**config.mk**
```make
export PLATFORM = sky130hd
export DESIGN_NAME = gpio_key_capture
export DESIGN_NICKNAME = d
export VERILOG_FILES = /design/src/rtl/gpio_key_pkg.sv /design/src/rtl/key_sync_2ff.sv /design/src/rtl/gpio_key_capture.sv
export SDC_FILE = /design/constraint.sdc
export NUM_CORES = 1
export LEC_CHECK = 0
export CAP_MARGIN = 0
export CORE_ASPECT_RATIO = 1.2
export CORE_UTILIZATION = 48
export DETAILED_ROUTE_END_ITERATION = 10
export PLACE_DENSITY = 0.76
export SLEW_MARGIN = 15
export SYNTH_ARGS = -nofsm -noshare
export SYNTH_HDL_FRONTEND = slang
export SYNTH_SLANG_ARGS = --single-unit
```
**constraint.sdc**
```tcl
create_clock -name clk -period 1.45 [get_ports clk]
set_input_delay 0.29 -clock clk [delete_from_list [all_inputs] [get_ports clk]]
set_output_delay 0.29 -clock clk [all_outputs]
set_load 0.005 [all_outputs]
```
**src/rtl/gpio_key_pkg.sv**
```systemverilog
// gpio_key_pkg: shared types and defaults for the GPIO key capture stage.
package gpio_key_pkg;

    // Default width of a player key code.
    localparam int DEFAULT_DATA_W = 8;

    // Debounce FSM states: waiting, confirming a press, held, confirming a release.
    typedef enum logic [1:0] {
        IDLE      = 2'd0,
        ARMING    = 2'd1,
        PRESSED   = 2'd2,
        RELEASING = 2'd3
    } key_state_t;

endpackage

```
**src/rtl/key_sync_2ff.sv**
```systemverilog
// key_sync_2ff: two-flop synchroniser for an asynchronous bus.
// Each bit is synchronised independently; callers must tolerate bit skew.
module key_sync_2ff #(
    parameter int WIDTH = 1
) (
    input  logic             clk,
    input  logic             rst,
    input  logic [WIDTH-1:0] d,
    output logic [WIDTH-1:0] q
);

    logic [WIDTH-1:0] meta;

    // Two back-to-back flops give metastability a full cycle to resolve.
    always_ff @(posedge clk) begin
        if (rst) begin
            meta <= '0;
            q    <= '0;
        end else begin
            meta <= d;
            q    <= meta;
        end
    end

endmodule

```
**src/rtl/gpio_key_capture.sv**
```systemverilog
// gpio_key_capture: synchronises, debounces and captures GPIO key codes,
// presenting them to the CPU through a show-ahead valid/read interface.
// Build option: define GPIO_KEY_FIFO_EN for a FIFO_DEPTH-entry circular
// buffer; otherwise storage is a single holding register.
module gpio_key_capture
    import gpio_key_pkg::*;
#(
    parameter int DATA_W          = DEFAULT_DATA_W,
    parameter int DEBOUNCE_CYCLES = 1000,
    parameter int FIFO_DEPTH      = 4
) (
    input  logic              clk,
    input  logic              rst,
    input  logic [DATA_W-1:0] key_data,
    input  logic              key_strobe,
    input  logic              rd_en,
    input  logic              clr_ovr,
    output logic [DATA_W-1:0] data_out,
    output logic              valid,
    output logic              overrun
);

    localparam int CNT_W = $clog2(DEBOUNCE_CYCLES);
    localparam logic [CNT_W-1:0] CNT_LAST = CNT_W'(DEBOUNCE_CYCLES - 1);
    localparam logic [CNT_W-1:0] CNT_ONE  = CNT_W'(1);

    // Both parameters are checked in either build so that toggling the
    // storage option never changes which parameter sets are legal.
    if (DEBOUNCE_CYCLES < 2) begin : g_bad_debounce
        $error("gpio_key_capture: DEBOUNCE_CYCLES must be at least 2");
    end
    if (FIFO_DEPTH < 2 || (FIFO_DEPTH & (FIFO_DEPTH - 1)) != 0) begin : g_bad_depth
        $error("gpio_key_capture: FIFO_DEPTH must be a power of two, at least 2");
    end

    logic [DATA_W:0]   sync_q;
    logic              s_strobe;
    logic [DATA_W-1:0] s_data;

    key_sync_2ff #(
        .WIDTH (DATA_W + 1)
    ) u_sync (
        .clk (clk),
        .rst (rst),
        .d   ({key_strobe, key_data}),
        .q   (sync_q)
    );

    assign s_strobe = sync_q[DATA_W];
    assign s_data   = sync_q[DATA_W-1:0];

    key_state_t        state;
    key_state_t        state_nxt;
    logic [CNT_W-1:0]  cnt;
    logic [CNT_W-1:0]  cnt_nxt;
    logic              capture;

    // Debounce state and stability counter.
    always_ff @(posedge clk) begin
        if (rst) begin
            state <= IDLE;
            cnt   <= '0;
        end else begin
            state <= state_nxt;
            cnt   <= cnt_nxt;
        end
    end

    // Press must stay high, and release stay low, for DEBOUNCE_CYCLES samples; one capture per press.
    always_comb begin
        state_nxt = state;
        cnt_nxt   = cnt;
        capture   = 1'b0;
        case (state)
            IDLE: begin
                if (s_strobe) begin
                    state_nxt = ARMING;
                    cnt_nxt   = CNT_ONE;
                end
            end
            ARMING: begin
                if (!s_strobe) begin
                    state_nxt = IDLE;
                    cnt_nxt   = '0;
                end else if (cnt == CNT_LAST) begin
                    state_nxt = PRESSED;
                    cnt_nxt   = '0;
                    capture   = 1'b1;
                end else begin
                    cnt_nxt = cnt + CNT_ONE;
                end
            end
            PRESSED: begin
                if (!s_strobe) begin
                    state_nxt = RELEASING;
                    cnt_nxt   = CNT_ONE;
                end
            end
            RELEASING: begin
                if (s_strobe) begin
                    state_nxt = PRESSED;
                    cnt_nxt   = '0;
                end else if (cnt == CNT_LAST) begin
                    state_nxt = IDLE;
                    cnt_nxt   = '0;
                end else begin
                    cnt_nxt = cnt + CNT_ONE;
                end
            end
            default: begin
                state_nxt = IDLE;
                cnt_nxt   = '0;
            end
        endcase
    end

    logic              cap_valid;
    logic [DATA_W-1:0] cap_data;

    // Register the capture so storage is written one edge after the confirming sample.
    always_ff @(posedge clk) begin
        if (rst) begin
            cap_valid <= 1'b0;
            cap_data  <= '0;
        end else begin
            cap_valid <= capture;
            if (capture) begin
                cap_data <= s_data;
            end
        end
    end

    logic do_pop;
    logic do_write;
    logic set_ovr;

`ifdef GPIO_KEY_FIFO_EN
    localparam int PTR_W = $clog2(FIFO_DEPTH);
    localparam logic [PTR_W-1:0] PTR_ONE   = PTR_W'(1);
    localparam logic [PTR_W:0]   CNT_FULL  = (PTR_W + 1)'(FIFO_DEPTH);
    localparam logic [PTR_W:0]   COUNT_ONE = (PTR_W + 1)'(1);

    logic [DATA_W-1:0] mem [FIFO_DEPTH];
    logic [PTR_W-1:0]  wr_ptr;
    logic [PTR_W-1:0]  rd_ptr;
    logic [PTR_W:0]    count;
    logic              full;

    assign full = (count == CNT_FULL);

    // A pop frees the slot a simultaneous capture needs; a pop on empty is ignored.
    always_comb begin
        do_pop   = rd_en && (count != '0);
        do_write = cap_valid && (!full || do_pop);
        set_ovr  = cap_valid && full && !do_pop;
    end

    // Pointers wrap naturally because the depth is a power of two.
    always_ff @(posedge clk) begin
        if (rst) begin
            wr_ptr <= '0;
            rd_ptr <= '0;
            count  <= '0;
        end else begin
            if (do_write) begin
                wr_ptr <= wr_ptr + PTR_ONE;
            end
            if (do_pop) begin
                rd_ptr <= rd_ptr + PTR_ONE;
            end
            if (do_write && !do_pop) begin
                count <= count + COUNT_ONE;
            end else if (do_pop && !do_write) begin
                count <= count - COUNT_ONE;
            end
        end
    end

    // Entry storage has no reset; unread slots are masked by valid.
    always_ff @(posedge clk) begin
        if (do_write) begin
            mem[wr_ptr] <= cap_data;
        end
    end

    assign valid    = (count != '0);
    assign data_out = valid ? mem[rd_ptr] : '0;
`else
    logic              hold_valid;
    logic [DATA_W-1:0] hold_data;

    // Single register: full whenever it holds a code, unless it is read in the same cycle.
    always_comb begin
        do_pop   = rd_en && hold_valid;
        do_write = cap_valid && (!hold_valid || do_pop);
        set_ovr  = cap_valid && hold_valid && !do_pop;
    end

    // Holding register; a write in the same cycle as a pop replaces the entry.
    always_ff @(posedge clk) begin
        if (rst) begin
            hold_valid <= 1'b0;
            hold_data  <= '0;
        end else if (do_write) begin
            hold_valid <= 1'b1;
            hold_data  <= cap_data;
        end else if (do_pop) begin
            hold_valid <= 1'b0;
        end
    end

    assign valid    = hold_valid;
    assign data_out = hold_valid ? hold_data : '0;
`endif

    // Sticky overrun flag; a new drop takes priority over a clear.
    always_ff @(posedge clk) begin
        if (rst) begin
            overrun <= 1'b0;
        end else if (set_ovr) begin
            overrun <= 1'b1;
        end else if (clr_ovr) begin
            overrun <= 1'b0;
        end
    end

endmodule

```
==> results of run 1 <==
==> worst max-delay path: stages (launching register included) <==
cell and delay (ps):
dfxtp_2 340, ha_4 160, buf_4 120, buf_4 130, and3_4 150, and3_4 180, nor2b_2 150, a22o_1 230
==> metrics by stage <==
step	TNS, ps	instances	cell area [um^2]
finish	-762.8	281	2547
floorplan	-44.16	187	1907
global placement	-1424	268	2286
detailed placement	-2550	268	2286
CTS	-354.1	280	2496
global route	-2866	281	2547
==> power groups by stage <==
stage | combinational [W] | sequential (W) | clock [W]
6_report | 0.000103 | 0.00138 | 0.000921
5_1_grt | 0.000112 | 0.00138 | 0.00101
4_1_cts | 0.0000983 | 0.00138 | 0.000945
3_5_place_dp | 0.0000966 | 0.00141 | 0
3_3_place_gp | 0.0000918 | 0.00141 | 0
2_1_floorplan | 0.0000504 | 0.00141 | 0
==> timing repair <==
| item | CTS | global route |
|---|---|---|
| endpoints found under the setup margin | 28 | 21 |
| setup buffers | 5 | 1 |
| resized for setup | 32 | 14 |
| pin swaps | 4 | 6 |
==> worst min-delay path by stage <==
| stage | to | depth (start not counted) | slack (ps) |
|---|---|---|---|
| 6_report | u_sync.q[1] | 1 | 430 |
| 2_1_floorplan | u_sync.q[0] | 1 | 410 |
| 3_3_place_gp | u_sync.q[7] | 1 | 420 |
| 5_1_grt | u_sync.q[2] | 1 | 460 |
| 3_5_place_dp | u_sync.q[1] | 1 | 420 |
| 4_1_cts | u_sync.q[1] | 1 | 440 |
==> final cells by class <==
class	count	area, um^2
fillers	287	1146
clock inverters	2	35.03
inverters	2	7.507
well taps	52	65.06
multi-input cells	124	937.1
repair buffers	47	446.7
clock buffers	5	68.82
flip-flops and latches	49	987.2
==> cells by family after synthesis <==
| family | count (synthesis) | share of synthesized area |
|---|---|---|
| fa+ha+maj | 1 | 0.006666 |
| xor+xnor | 2 | 0.01334 |
| simple gates | 84 | 0.2493 |
| mux | 17 | 0.09133 |
| flops | 49 | 0.5227 |
| compound gates | 20 | 0.08000 |
| buf+inv | 14 | 0.03667 |
==> routing by layer <==
layer,vias up,GRT usage
li1,721,-
met1,693,0.2182
met2,34,0.3699
met3,11,0.05370
met4,0,0.1085
met5,-,0
==> sequential cells by signal, summed over array words and instances, names as in the netlist, named ones only <==
register	flops
cnt	10
cap_valid	1
overrun	1
valid	1
u_sync.meta	9
cap_data	8
hold_data	8
state	1
u_sync.q	9
==> cell usage in the layout (no fill, tap or decap), types with 2 or more instances in the layout <==
| master | count |
|---|---|
| nor3_2 | 2 |
| clkbuf_2 | 2 |
| nor3b_1 | 2 |
| o21a_1 | 2 |
| nand4b_1 | 2 |
| dfxtp_2 | 2 |
| buf_12 | 2 |
| a21oi_1 | 2 |
| nor4_2 | 3 |
| dfxtp_1 | 46 |
| o31ai_2 | 3 |
| mux2i_1 | 16 |
| buf_6 | 6 |
| o311ai_1 | 2 |
| nor3_1 | 2 |
| inv_1 | 2 |
| and3_4 | 2 |
| a22o_1 | 3 |
| clkdlybuf4s15_1 | 6 |
| clkdlybuf4s50_1 | 12 |
| nand3_1 | 2 |
| buf_4 | 17 |
| clkbuf_8 | 5 |
| nor2_1 | 24 |
| nand2_1 | 4 |
| nor2b_1 | 22 |
| and2_1 | 8 |
==> summary.md, run 1 <==
| Metric | Value |
|---|---|
| # nets final | `243` |
| Final WL | `3933 um` |
| RSZ-0062 raised after global routing | `yes` |
| Crit Path Max Fanout | `3` |
| First-pass GRT wire length | `6465 um` |
| Hold buffers post-CTS | `0` |
| First-pass DRT Iterations | `4` |
| IO Pins | `23` |
| Crit Path Category | `flop to flop` |
| Final Total Pwr | `0.002402 W` |
| Status | `finished, violations left` |
| Vias | `1459` |
| Wl on met1 | `1540 um` |
| Min Tclk post-route | `1559 ps` |
| Finish-stage setup viols | `15` |
| Slew Limit Fails | `0` |
| Yosys warns | `0` |
| Arr. time, crit path | `1760 ps` |
| Maximum vdd drop | `0.0005062 V` |
| Total Routing Usage GR | `0.2085` |
| EDFF count, synth | `0` |
| Post-route setup slack | `-108.7 ps` |
| Vias in the first global route | `1499` |
| Post-synth top flop | `dfxtp_1` |
| Clk pin slew, worst setup/hold paths | `90 ps` |
| Worst path required time | `1650 ps` |
| Reg2Reg Depth | `7` |
| PwrDens | `943.0 nW/um^2` |
| Syn Inst Count | `187` |
| Worst reg2reg path endpoint | `cnt[6]` |
| Period utilization | `1.075` |
| Syn_nets | `201` |
| CTS tree | `yes` |
| DRC | `0` |
| Synth unique cells | `38` |
| Chip width | `59.08 um` |
| Final ANT Viol Nets | `0` |
| IO buf count | `22` |
| Share of power burned in registers | `0.574` |
| GR Overflow Total | `0` |
| Layout area overhead | `35.73%` |
| Setup crit start | `cnt[1]` |
| Synth Register Bits | `49` |
| Drt initial violations | `49` |
| Initial antenna violation count | `0` |
| Worst-Margin Slew | `337.7 ps` |
| Top cells by area in the synthesized netlist | `dfxtp_1 52%, mux2i_1 8.5%, nor2b_1 7.7%` |
| Avg Cell Area, Syn | `10.04 um^2` |
| Clk sinks | `49` |
| Violated checks | `negative setup slack` |
| Synth top area share | `0.5227` |
| R2R setup slack | `-110 ps` |
| CTS Buf Count | `5` |
| CP endpoint | `cnt[6]` |
| Clock power share | `0.383` |
| Synth async-reset ratio | `0` |
| Logic pwr share | `0.043` |
| Register area share after synthesis | `0.5227` |
| Maxcap violations | `0` |
| Synth Cell Area | `1877 um^2` |
| Antenna cells | `0` |
| Pin count of the biggest net entering global routing | `38` |
| R2R Path Start | `cnt[1]` |
| Max layer used | `met4` |
| Clk Tree Root Cell | `clkbuf_8` |
| Vias/cell | `5.192` |
| Final hold vios | `0` |
| Commonest cells in the synthesized netlist | `49 x dfxtp_1, 25 x nor2_1, 23 x nor2b_1` |
| Met2 wire len | `2150 um` |
| Hold_sp | `u_sync.meta[1]` |
| CP startpoint kind | `flop` |
| Layout cells sized above 1 | `0.2576` |
| Worst slack, placed | `-240.1 ps` |
| Full die area | `4165 um^2` |
| Clock Latency Late Sink | `300 ps` |
| Fmax | `0.6415 GHz` |
| Leak Pwr | `1.048 nW` |
| Worst Skew | `9.970 ps` |
| Worst rel slew slack | `0.7745` |
| Wire length per cell | `14.00 um` |
| Post-DP HPWL | `2545 um` |
| Initial Utilization | `0.5081` |
| H-tree levels | `2` |
| Final core occ | `0.6897` |
| Worst Hold Class | `flop to flop` |
| Crit end category | `flop` |
| Routed wire length on met3 | `135 um` |
| Gpl congestion | `0.7746` |
| Switching share of power | `0.1976` |
| Rows | `24` |
| Int Pwr | `0.001927 W` |
| Sw Pwr | `0.0004747 W` |
| Top cell type by total area after synthesis | `dfxtp_1` |
| Core ar. | `3694 um^2` |
| Die Y | `70.50 um` |
| Most common cell in the netlist | `dfxtp_1` |
| Worst Hold Margin | `430.6 ps` |
| Clock buffer depth | `2` |
No activity file was read; power rests on OpenSTA's default activity.
==> inputs of run 2 (changes only) <==
--- a/config.mk
+++ b/config.mk
@@ -7,9 +7,9 @@
 export LEC_CHECK = 0
 export CAP_MARGIN = 0
 export CORE_ASPECT_RATIO = 1.2
-export CORE_UTILIZATION = 48
+export CORE_UTILIZATION = 45
 export DETAILED_ROUTE_END_ITERATION = 10
-export PLACE_DENSITY = 0.76
+export PLACE_DENSITY = 0.72
 export SLEW_MARGIN = 15
 export SYNTH_ARGS = -nofsm -noshare
 export SYNTH_HDL_FRONTEND = slang
==> summary.md, run 2 (same netlist as run 1, synthesis figures left out) <==
| Metric | Value |
|---|---|
| Layout area overhead | `33.73%` |
| Top Usage Layer GRT | `met2` |
| Post-DP HPWL | `2425 um` |
| IO buf count | `22` |
| PwrDens | `899.3 nW/um^2` |
| Antenna cells | `0` |
| Clock buffer depth | `2` |
| Clk sinks | `49` |
| Slew Limit Fails | `0` |
| Most frequent cells in the layout | `45 x dfxtp_1, 24 x nor2_1, 23 x nor2b_1` |
| Pin count of the biggest net entering global routing | `43` |
| Clk pin slew, worst setup/hold paths | `90 ps` |
| Core ar. | `3973 um^2` |
| DRC | `0` |
| CTS tree | `yes` |
| Worst-Margin Slew | `397.8 ps` |
| Initial Utilization | `0.4724` |
| Final Total Pwr | `0.002257 W` |
| Post-route setup slack | `-50.50 ps` |
| Final hold vios | `0` |
| Crit Path Max Fanout | `9` |
| Maximum vdd drop | `0.0004795 V` |
| Chip width | `60.96 um` |
| Full die area | `4434 um^2` |
| Biggest regs | `cnt x10, u_sync.meta x9, u_sync.q x9` |
| Finished Layout Cells | `281` |
| Status | `finished, violations left` |
| Drt initial violations | `34` |
| Period utilization | `1.035` |
| Cell family with most CP delay | `simple AND/OR/NAND/NOR gates` |
| Worst path required time | `1640 ps` |
| Leak Pwr | `1.036 nW` |
| # nets final | `240` |
| Vias/cell | `4.911` |
| Layout cells sized above 1 | `0.2643` |
| First-pass DRT Iterations | `4` |
| Worst Hold Class | `flop to flop` |
| Crit Path Category | `flop to flop` |
| Hold buffers post-CTS | `0` |
| Worst Skew | `7.802 ps` |
| Most common cell after layout, fill and taps aside | `dfxtp_1` |
| Clock Latency Late Sink | `300 ps` |
| Met3 usage | `0.04787` |
| Wire length per cell | `12.53 um` |
| Min Tclk post-route | `1500 ps` |
| Final ANT Viol Nets | `0` |
| Total Routing Usage GR | `0.1800` |
| Most flops, register | `cnt` |
| Total placed cells including tap cells | `266` |
| Largest stage delay, worst path | `360 ps` |
| CTS Buf Count | `5` |
| CP Buf/Inv Count | `1` |
| H-tree levels | `2` |
| Worst rel slew slack | `0.7348` |
| Clk Tree Root Cell | `clkbuf_8` |
| Critical-path cell list | `ha_4 > nand4b_1 > nor3_4 > buf_12 > nor2_2 > a311o_1` |
| Initial antenna violation count | `0` |
| IO Pins | `23` |
| First-pass GRT wire length | `5789 um` |
| GR Overflow Total | `0` |
| Finish-stage setup viols | `8` |
| Violated checks | `negative setup slack` |
| RSZ-0062 raised after global routing | `yes` |
| Vias | `1380` |
| Rows | `25` |
| Crit-path slowest cell | `dfxtp_2` |
| Met2 GRT Util | `0.3260` |
| GR Layer Usage met1 | `0.1856` |
| Maxcap violations | `0` |
| Die Y | `72.75 um` |
| Number of flip-flops in the largest register | `10` |
| Arr. time, crit path | `1690 ps` |
| Gpl congestion | `0.7681` |
| Crit end category | `flop` |
| CP startpoint kind | `flop` |
| Vias in the first global route | `1325` |
| Fmax | `0.6664 GHz` |
| Final WL | `3521 um` |
[run 2: cell types whose count changed in the layout (fill, tap and decap cells not counted), sizes merged]
| cell | change |
|---|---|
| clkdlybuf4s15 | -6 |
| clkdlybuf4s50 | +1 |
| dlymetal6s2s | -1 |
| clkinv | -1 |
| clkinvlp | +2 |
| bufinv | -1 |
| clkbuf | +4 |
[run 2: worst paths after layout]
path / start / depth (start not counted) / end / slack (ps)
min: u_sync.meta[7] / 1 / u_sync.q[7] / 440
min reg2reg: u_sync.meta[7] / 1 / u_sync.q[7] / 440
max: cnt[1] / 6 / cnt[7] / -50
max reg2reg: cnt[1] / 6 / cnt[7] / -50
[run 2: through the flow]
step / worst slack (ps) / util / hold WS, ps / setup TNS [ps] / instance area (um^2)
floorplan: -13.06 / - / 413.8 / -44.16 / 1907
global placement: -166.9 / 0.5717 / 416.2 / -1229 / 2271
detailed placement: -192.9 / 0.5717 / 421.2 / -2386 / 2271
CTS: -80.86 / 0.6173 / 438.4 / -656.4 / 2452
global route: -144.0 / 0.6318 / 449.9 / -1747 / 2510
finish: -50.50 / 0.6318 / 435.4 / -111.8 / 2510
[run 2: area by class of cell]
class / count / area (um^2)
flip-flops and latches: 49 / 988.4
fillers: 313 / 1463
inverters: 2 / 7.507
repair buffers: 44 / 431.7
multi-input cells: 124 / 927.1
clock inverters: 2 / 15.01
clock buffers: 6 / 72.57
well taps: 54 / 67.56
[run 2: layer usage]
metal  routed length [um]  share of wire
met2                 1933           0.55
met4                   76          0.022
met5                    0              0
met3                   97          0.028
met1                 1414           0.40
[run 2: where the power goes]
group | switching [W] | internal (W)
logic | 0.0000421 | 0.0000574
registers | 0.00000857 | 0.00137
clock network | 0.000441 | 0.000340
total | 0.000492 | 0.00177
[run 2: timing repair]
| action | CTS | global route |
|---|---|---|
| buffers inserted | 6 | 1 |
| pin swaps | 2 | 2 |
| setup endpoints to repair | 22 | 28 |
| resized for setup | 25 | 28 |
[run 2: worst register-to-register path: stages, from the launching register on]
cell and delay [ps]:
dfxtp_2 360, ha_4 140, nand4b_1 170, nor3_4 190
buf_12 150, nor2_2 60, a311o_1 320
==> inputs of run 3 (changes only) <==
--- a/config.mk
+++ b/config.mk
@@ -6,7 +6,7 @@
 export NUM_CORES = 1
 export LEC_CHECK = 0
 export CAP_MARGIN = 0
-export CORE_ASPECT_RATIO = 1.2
+export CORE_ASPECT_RATIO = 1.1
 export CORE_UTILIZATION = 45
 export DETAILED_ROUTE_END_ITERATION = 10
 export PLACE_DENSITY = 0.72
==> constraint.sdc (replaced) <==
create_clock -name clk -period 1.45 [get_ports clk]
set_input_delay 0.29 -clock clk [delete_from_list [all_inputs] [get_ports clk]]
set_output_delay 0.29 -clock clk [all_outputs]
set_load 0.1 [all_outputs]
==> summary.md, run 3 (same netlist as run 1, synthesis figures left out) <==
| Metric | Value |
|---|---|
| GR Overflow Total | `0` |
| Number of flip-flops in the largest register | `10` |
| Pin count of the biggest net entering global routing | `43` |
| Fmax | `0.6317 GHz` |
| Met2 wire len | `2221 um` |
| Gpl congestion | `0.8502` |
| Crit Path Max Fanout | `8` |
| Crit Path Category | `flop to flop` |
| Most common cell after layout, fill and taps aside | `dfxtp_1` |
| Crit-path slowest cell | `dfxtp_2` |
| Hold buffers post-CTS | `0` |
| Clock Latency Late Sink | `300 ps` |
| Vias in the first global route | `1452` |
| Biggest regs | `cnt x10, u_sync.meta x9, u_sync.q x9` |
| Final Total Pwr | `0.002297 W` |
| Finish-stage setup viols | `18` |
| RSZ-0062 raised after global routing | `yes` |
| # nets final | `241` |
| Worst Hold Class | `flop to flop` |
| Drt initial violations | `50` |
| CTS tree | `yes` |
| CTS Buf Count | `5` |
| Layout cells sized above 1 | `0.3289` |
| IO Pins | `23` |
| Worst Skew | `4.043 ps` |
| Arr. time, crit path | `1770 ps` |
| Initial Utilization | `0.4699` |
| Maxcap violations | `0` |
| Die Y | `69.74 um` |
| Crit end category | `flop` |
| Initial antenna violation count | `0` |
| Min Tclk post-route | `1583 ps` |
| Routed wire length on met3 | `156 um` |
| Final ANT Viol Nets | `0` |
| Wire length per cell | `14.31 um` |
| Final hold vios | `0` |
| Max layer used | `met4` |
| Chip width | `63.58 um` |
| Wl on met1 | `1570 um` |
| H-tree levels | `2` |
| IO buf count | `22` |
| Worst-Margin Slew | `395.7 ps` |
| Clk sinks | `49` |
| Final WL | `4006 um` |
| Clk pin slew, worst setup/hold paths | `90 ps` |
| CP startpoint kind | `flop` |
| DRC | `0` |
| Final core occ | `0.6648` |
| Most flops, register | `cnt` |
| Vias | `1421` |
| Post-route setup slack | `-133.1 ps` |
| Leak Pwr | `1.075 nW` |
| Maximum vdd drop | `0.0008512 V` |
| Core ar. | `3994 um^2` |
| Slew Limit Fails | `0` |
| CP Buf/Inv Count | `2` |
| Clock buffer depth | `2` |
| Vias/cell | `5.075` |
| First-pass GRT wire length | `6492 um` |
| Largest stage delay, worst path | `360 ps` |
| Total Routing Usage GR | `0.1889` |
| Layout area overhead | `41.47%` |
| Status | `finished, violations left` |
| First-pass DRT Iterations | `4` |
| Worst path required time | `1640 ps` |
| Clk Tree Root Cell | `clkbuf_8` |
| Antenna cells | `0` |
| Critical-path cell list | `ha_4 > nand4b_1 > buf_4 > nor3_4 > buf_6 > nor4_2 > a311o_1` |
| Period utilization | `1.092` |
| Cell family with most CP delay | `flip-flops` |
| Worst rel slew slack | `0.7362` |
| Violated checks | `negative setup slack` |
| Post-DP HPWL | `2516 um` |
| PwrDens | `865.1 nW/um^2` |
| Most frequent cells in the layout | `44 x dfxtp_1, 24 x nor2_1, 23 x nor2b_1` |
| Rows | `24` |
| Full die area | `4433 um^2` |
==> run 3: changes by cell type in the layout (fill, tap and decap cells not counted), moves of 4 or more <==
cell      before  now
buf_12         4   11
and2_2         0    8
buf_4         13   17
clkbuf_2       5    0
and2_1         4    0
and2_4         4    0
==> run 3: through the flow <==
step	worst slack (ps)	hold WS, ps	instances	area [um^2]	setup TNS, ps
detailed placement	-238.7	424.7	267	2392	-2492
floorplan	-13.06	413.8	187	1921	-44.16
finish	-133.1	445.2	280	2655	-1261
global route	-225.4	463.7	280	2655	-2893
CTS	-113.7	447.2	276	2544	-1068
global placement	-153.9	420.0	267	2392	-1005
==> run 3: worst reg2reg max path, cell delays in order, from the launching register on <==
cell and delay, ps:
dfxtp_2 360, ha_4 140, nand4b_1 110, buf_4 160, nor3_4 120, buf_6 170, nor4_2 60, a311o_1 330
==> run 3: where the power goes <==
group	switching, W	internal [W]
combinational	0.0000450	0.0000595
clock	0.000463	0.000353
sequential	0.00000842	0.00137
total	0.000516	0.00178
==> run 3: what timing repair did <==
item                                    CTS  global route
endpoints found under the setup margin   18            18
pin swaps                                 3             6
resized for setup                         9            17
gates cloned                              0             1
buffers inserted                          1             3
==> run 3: cell type report <==
type / count / area [um^2]
fillers: 284 / 1339
flip-flops and latches: 49 / 989.7
multi-input cells: 124 / 975.9
repair buffers: 45 / 524.3
clock buffers: 5 / 68.82
well taps: 52 / 65.06
clock inverters: 3 / 23.77
inverters: 2 / 7.507
==> run 3: routing by layer <==
metal  track usage  vias up
met4       0.08586        0
met5             0        -
li1              -      719
met3       0.03947        5
met2        0.3487       42
met1        0.2010      655
==> run 3: final timing paths <==
check	start	to	slack, ps	depth (start not counted)
max	cnt[0]	cnt[7]	-130	7
min	u_sync.meta[7]	u_sync.q[7]	450	1
max reg2reg	cnt[0]	cnt[7]	-130	7
min reg2reg	u_sync.meta[7]	u_sync.q[7]	450	1
==> patch 1 (settings of run 2) <==
The option `GPIO_KEY_FIFO_EN` is turned on by a define.
--- a/src/rtl/gpio_key_capture.sv
+++ b/src/rtl/gpio_key_capture.sv
@@ -2,6 +2,8 @@
 // presenting them to the CPU through a show-ahead valid/read interface.
 // Build option: define GPIO_KEY_FIFO_EN for a FIFO_DEPTH-entry circular
 // buffer; otherwise storage is a single holding register.
+`define GPIO_KEY_FIFO_EN
+
 module gpio_key_capture
     import gpio_key_pkg::*;
 #(
Behaviour: same outputs for any inputs over 10 cycles, from zero or initial values and one cycle with rst high; that may be too few to reach the edited logic, so the function may still have changed.
==> patch 1 against run 2 <==
Synthesized area rose by 71%. Synthesized cell count rose by 37%. Largest cell class unchanged. Cell area rose by 75%. Hold slack improved by 0.0050 ns. The run still ends with negative setup slack left. Critical path type unchanged. Setup slack got worse by 0.48 ns. Wire length rose by 72%. Total power rose to 2.9 times the old value. Sequential cell count rose by 32.
==> patch 1: results (changes against run 2) <==
<table>
<tr><th>Metric</th><th>Value</th></tr>
<tr><th colspan="2">Worst setup path</th></tr>
<tr><td>Register-to-Register Path Depth</td><td>8 (+2)</td></tr>
<tr><td>CP max FO</td><td>2 (-7)</td></tr>
<tr><td>Worst setup startpoint</td><td>count[0]$_SDFFE_PP0P_</td></tr>
<tr><td>Highest cell delay on the worst timing path</td><td>0.41 ns (+0.05 ns)</td></tr>
<tr><th colspan="2">Layout</th></tr>
<tr><td>Count of inverters other than clock inverters in the layout</td><td>3 (+1)</td></tr>
<tr><td>Clock buffer count</td><td>9 (+3)</td></tr>
<tr><td>Multi-input gate area in the final layout</td><td>0.00136 sq mm (+47%)</td></tr>
<tr><td>Multi-input gates</td><td>157 (+27%)</td></tr>
<tr><td>Sequential cell area</td><td>0.00196 sq mm (+98%)</td></tr>
<tr><th colspan="2">Clock tree</th></tr>
<tr><td>CTS resizes</td><td>77 (+210%)</td></tr>
<tr><td>Number of levels in the clock H-tree</td><td>3 (+1)</td></tr>
<tr><th colspan="2">Placement</th></tr>
<tr><td>Estimated wirelength of the detail-placed design</td><td>3960 um (+63%)</td></tr>
<tr><td>Placer Congestion</td><td>0.772 (+0.48%)</td></tr>
<tr><th colspan="2">Synthesis</th></tr>
<tr><td>Post-synth EDFFs</td><td>32 (+32)</td></tr>
<tr><td>Post-synthesis adder-cell area fraction</td><td>0.0296 (+0.0230)</td></tr>
<tr><td>Share of the yosys chip area belonging to registers</td><td>0.605 (+0.0822)</td></tr>
<tr><td>Most numerous cell types in the synthesized netlist</td><td>49 x sky130_fd_sc_hd__dfxtp_1, 32 x sky130_fd_sc_hd__edfxtp_1, 21 x sky130_fd_sc_hd__nor2b_1</td></tr>
<tr><th colspan="2">Pwr</th></tr>
<tr><td>Leakage component of the power</td><td>1.66 nW (+60%)</td></tr>
<tr><td>Clock network power share</td><td>0.285 (-0.061)</td></tr>
<tr><td>Largest voltage drop on the vdd net</td><td>1390 uV (+190%)</td></tr>
<tr><th colspan="2">Detailed routing</th></tr>
<tr><td>Final Routed Wirelength</td><td>6040 um (+72%)</td></tr>
<tr><th colspan="2">Outcome</th></tr>
<tr><td>Violations in the final reports</td><td>negative setup slack</td></tr>
<tr><td>Outcome</td><td>finished with violations</td></tr>
<tr><th colspan="2">STA</th></tr>
<tr><td>Worst path setup slack after routing</td><td>-0.533 ns (-0.482 ns)</td></tr>
<tr><td>Worst Skew</td><td>0.0105 ns (+0.00267 ns)</td></tr>
<tr><td>Number of failing setup endpoints in the final timing report</td><td>14 (+6)</td></tr>
<tr><th colspan="2">Min path</th></tr>
<tr><td>Source of the worst hold timing path</td><td>u_sync.meta[6]$_SDFF_PP0_</td></tr>
<tr><th colspan="2">GRT</th></tr>
<tr><td>Global-route wire length before repair</td><td>9980 um (+72%)</td></tr>
</table>
==> patch 1: cell count changes after synthesis, sizes merged, moves of 4 or more <==
cell,before,now
edfxtp,0,32
mux2i,16,3
nand3,3,14
nor2,25,14
mux4,0,8
o21ai,1,9
a21oi,3,10
and2,8,14
ha,1,6
clkbuf,6,10
xor2,2,6
==> patch 1: worst max-delay path, delay by kind of cell, from the launching register on <==
| family | cells | cell delay (ns) |
|---|---|---|
| compound gates | 1 | 0.12 |
| flops | 1 | 0.33 |
| buf+inv | 1 | 0.03 |
| xor+xnor | 1 | 0.15 |
| fa+ha+maj | 2 | 0.46 |
| simple gates | 3 | 0.82 |
==> patch 1: per-layer routing <==
metal | wire length (um) | global-route usage | up-vias | part of all wire
met4 | 93 | 0.0833 | 0 | 0.015
met3 | 149 | 0.0512 | 9 | 0.025
met1 | 2540 | 0.200 | 1045 | 0.42
li1 | - | - | 1078 | -
met5 | 0 | 0 | - | 0
met2 | 3250 | 0.308 | 33 | 0.54
==> patch 1: kinds of logic (layout without fill, tap and decap cells) <==
kind of cell	after synthesis	after routing
xor+xnor	9	9
buf+inv	18	98
compound gates	32	32
fa+ha+maj	7	7
flops	81	81
simple gates	98	98
mux	11	11
==> patch 1: metrics by stage <==
| stage | power [W] | std cells | util | cell area (sq um) | TNS [ns] |
|---|---|---|---|---|---|
| 2_1_floorplan | 0.00325 | 256 | - | 3300 | -0.869 |
| 3_3_place_gp | 0.00393 | 392 | 0.564 | 3870 | -23.17 |
| 3_5_place_dp | 0.00399 | 392 | 0.564 | 3870 | -25.98 |
| 4_1_cts | 0.00623 | 418 | 0.623 | 4270 | -5.20 |
| 5_1_grt | 0.00675 | 423 | 0.641 | 4390 | -7.99 |
| 6_report | 0.00649 | 423 | 0.641 | 4390 | -5.26 |
==> patch 2 (settings of run 2) <==
Made on the original files. Register the output `data_out`, with the module's reset; this adds one clock of latency there. The other outputs are not delayed to match.
--- a/src/rtl/gpio_key_capture.sv
+++ b/src/rtl/gpio_key_capture.sv
@@ -210,7 +210,13 @@
     end
 
     assign valid    = hold_valid;
-    assign data_out = hold_valid ? hold_data : '0;
+    always_ff @(posedge clk) begin
+        if (rst) begin
+            data_out <= '0;
+        end else begin
+            data_out <= hold_valid ? hold_data : '0;
+        end
+    end
 `endif
 
     // Sticky overrun flag; a new drop takes priority over a clear.
Behaviour: no difference found for any inputs over 10 cycles, from zero or initial values and one cycle with rst high; that may be too few to reach the edited logic, so the function may still have changed.
==> patch 2 against run 2 <==
Cell area up 13%. Sequential cell count up 8. Total power up 61%. Hold slack worse by 0.00081 ns. Setup slack better by 0.095 ns. Synthesized area up 8.5%. Wire length up 0.57%. Non-clock buffer count up 3.
==> patch 2: results (changes against run 2) <==
<table>
<tr><th>Metric</th><th>Value</th></tr>
<tr><th colspan="2">Outcome</th></tr>
<tr><td>Outcome</td><td>complete, no violations</td></tr>
<tr><th colspan="2">STA</th></tr>
<tr><td>Actual slew at the worst max-slew pin</td><td>0.357 ns (-0.0405 ns)</td></tr>
<tr><td>Worst Skew</td><td>0.00512 ns (-0.00268 ns)</td></tr>
<tr><th colspan="2">Placement</th></tr>
<tr><td>Placed Instances</td><td>292 (+9.8%)</td></tr>
<tr><td>Placer Congestion</td><td>0.865 (+13%)</td></tr>
<tr><th colspan="2">Detailed routing</th></tr>
<tr><td>Average wire length per cell after detail routing</td><td>11.4 um (-8.8%)</td></tr>
<tr><td>Pre-Repair DR Iteration Count</td><td>6 (+2)</td></tr>
<tr><td>Via count</td><td>1511 (+9.5%)</td></tr>
<tr><th colspan="2">Synthesis</th></tr>
<tr><td>Number of nets in the synthesized netlist</td><td>215 (+7.0%)</td></tr>
<tr><td>Most numerous cell types in the synthesized netlist</td><td>57 x sky130_fd_sc_hd__dfxtp_1, 24 x sky130_fd_sc_hd__nor2_1, 22 x sky130_fd_sc_hd__nor2b_1</td></tr>
<tr><td>Avg Cell Area, Syn</td><td>10.1 sq um (+0.91%)</td></tr>
<tr><td>Share of the yosys chip area belonging to registers</td><td>0.561 (+0.0379)</td></tr>
<tr><td>Number of distinct library cells after synthesis</td><td>36 (-5.3%)</td></tr>
<tr><th colspan="2">GRT</th></tr>
<tr><td>Overall fraction of global-route tracks in use</td><td>0.157 (-0.0225)</td></tr>
<tr><td>Number of global-route vias before repair</td><td>1302 (-1.7%)</td></tr>
<tr><td>Maximum number of pins on one net before global-route repair</td><td>22 (-49%)</td></tr>
<tr><th colspan="2">Clock tree</th></tr>
<tr><td>Number of post-CTS setup repair buffers</td><td>0 (-6)</td></tr>
<tr><td>Worst-path clk slew</td><td>0.06 ns (-0.03 ns)</td></tr>
<tr><td>CTS resizes</td><td>4 (-84%)</td></tr>
<tr><td>Clock insertion delay at the later pin of the skew report</td><td>0.32 ns (+0.02 ns)</td></tr>
<tr><th colspan="2">Worst setup path</th></tr>
<tr><td>Highest cell delay on the worst timing path</td><td>0.49 ns (+0.13 ns)</td></tr>
<tr><td>Largest delay share family, worst path</td><td>buffers and inverters</td></tr>
<tr><td>CP max FO</td><td>1 (-8)</td></tr>
<tr><th colspan="2">Pwr</th></tr>
<tr><td>Largest voltage drop on the vdd net</td><td>782 uV (+63%)</td></tr>
<tr><th colspan="2">Layout</th></tr>
<tr><td>Number of fillers in the final layout</td><td>349 (+12%)</td></tr>
</table>
## patch 2: final timing paths
check / endpoint / from / depth (start not counted) / slack (ns)
max reg2reg: cnt[9]$_SDFFE_PP0P_ / cnt[3]$_SDFFE_PP0P_ / 5 / 0.05
max: data_out[7] / data_out[7]$_SDFF_PP0_ / 1 / 0.04
min: u_sync.q[1]$_SDFF_PP0_ / u_sync.meta[1]$_SDFF_PP0_ / 1 / 0.43
min reg2reg: u_sync.q[1]$_SDFF_PP0_ / u_sync.meta[1]$_SDFF_PP0_ / 1 / 0.43
## patch 2: kinds of logic after synthesis
group	Yosys count	share of synthesized area
fa+ha+maj	1	0.00615
buf+inv	12	0.0252
simple gates	94	0.254
xor+xnor	4	0.0172
mux	17	0.0836
flops	57	0.561
compound gates	16	0.0535
## patch 2: final cells by class
cell class	count	share of cell area
sequential	57	0.406
multi-input combinational	132	0.320
timing repair buffer	47	0.155
clock buffer	11	0.0465
clock inverter	5	0.0452
tap	56	0.0248
inverter	2	0.00266
## patch 2: stage by stage
stage	setup slack [ns]	TNS [ns]	power (W)	area, sq um
2_1_floorplan	0.00119	0	0.00169	2040
3_3_place_gp	-0.209	-1.30	0.00175	2470
3_5_place_dp	-0.259	-1.86	0.00176	2470
4_1_cts	0.00702	0	0.00367	2730
5_1_grt	-0.0451	-0.0846	0.00378	2830
6_report	0.0446	0	0.00363	2830
## patch 2: metal layers
layer  GRT usage  up-vias  part of all wire
met5           0        -                 0
met4       0.114        0             0.020
met3      0.0494        6             0.038
met2       0.264       32              0.48
met1       0.171      699              0.46
li1            -      774                 -
## patch 2: report_power, final
part | switching [W] | total, W | internal (W) | leakage [nW]
registers | 0.0000103 | 0.00161 | 0.00160 | 0.466
logic | 0.0000508 | 0.000121 | 0.0000704 | 0.662
clock network | 0.000582 | 0.00190 | 0.00132 | 0.124
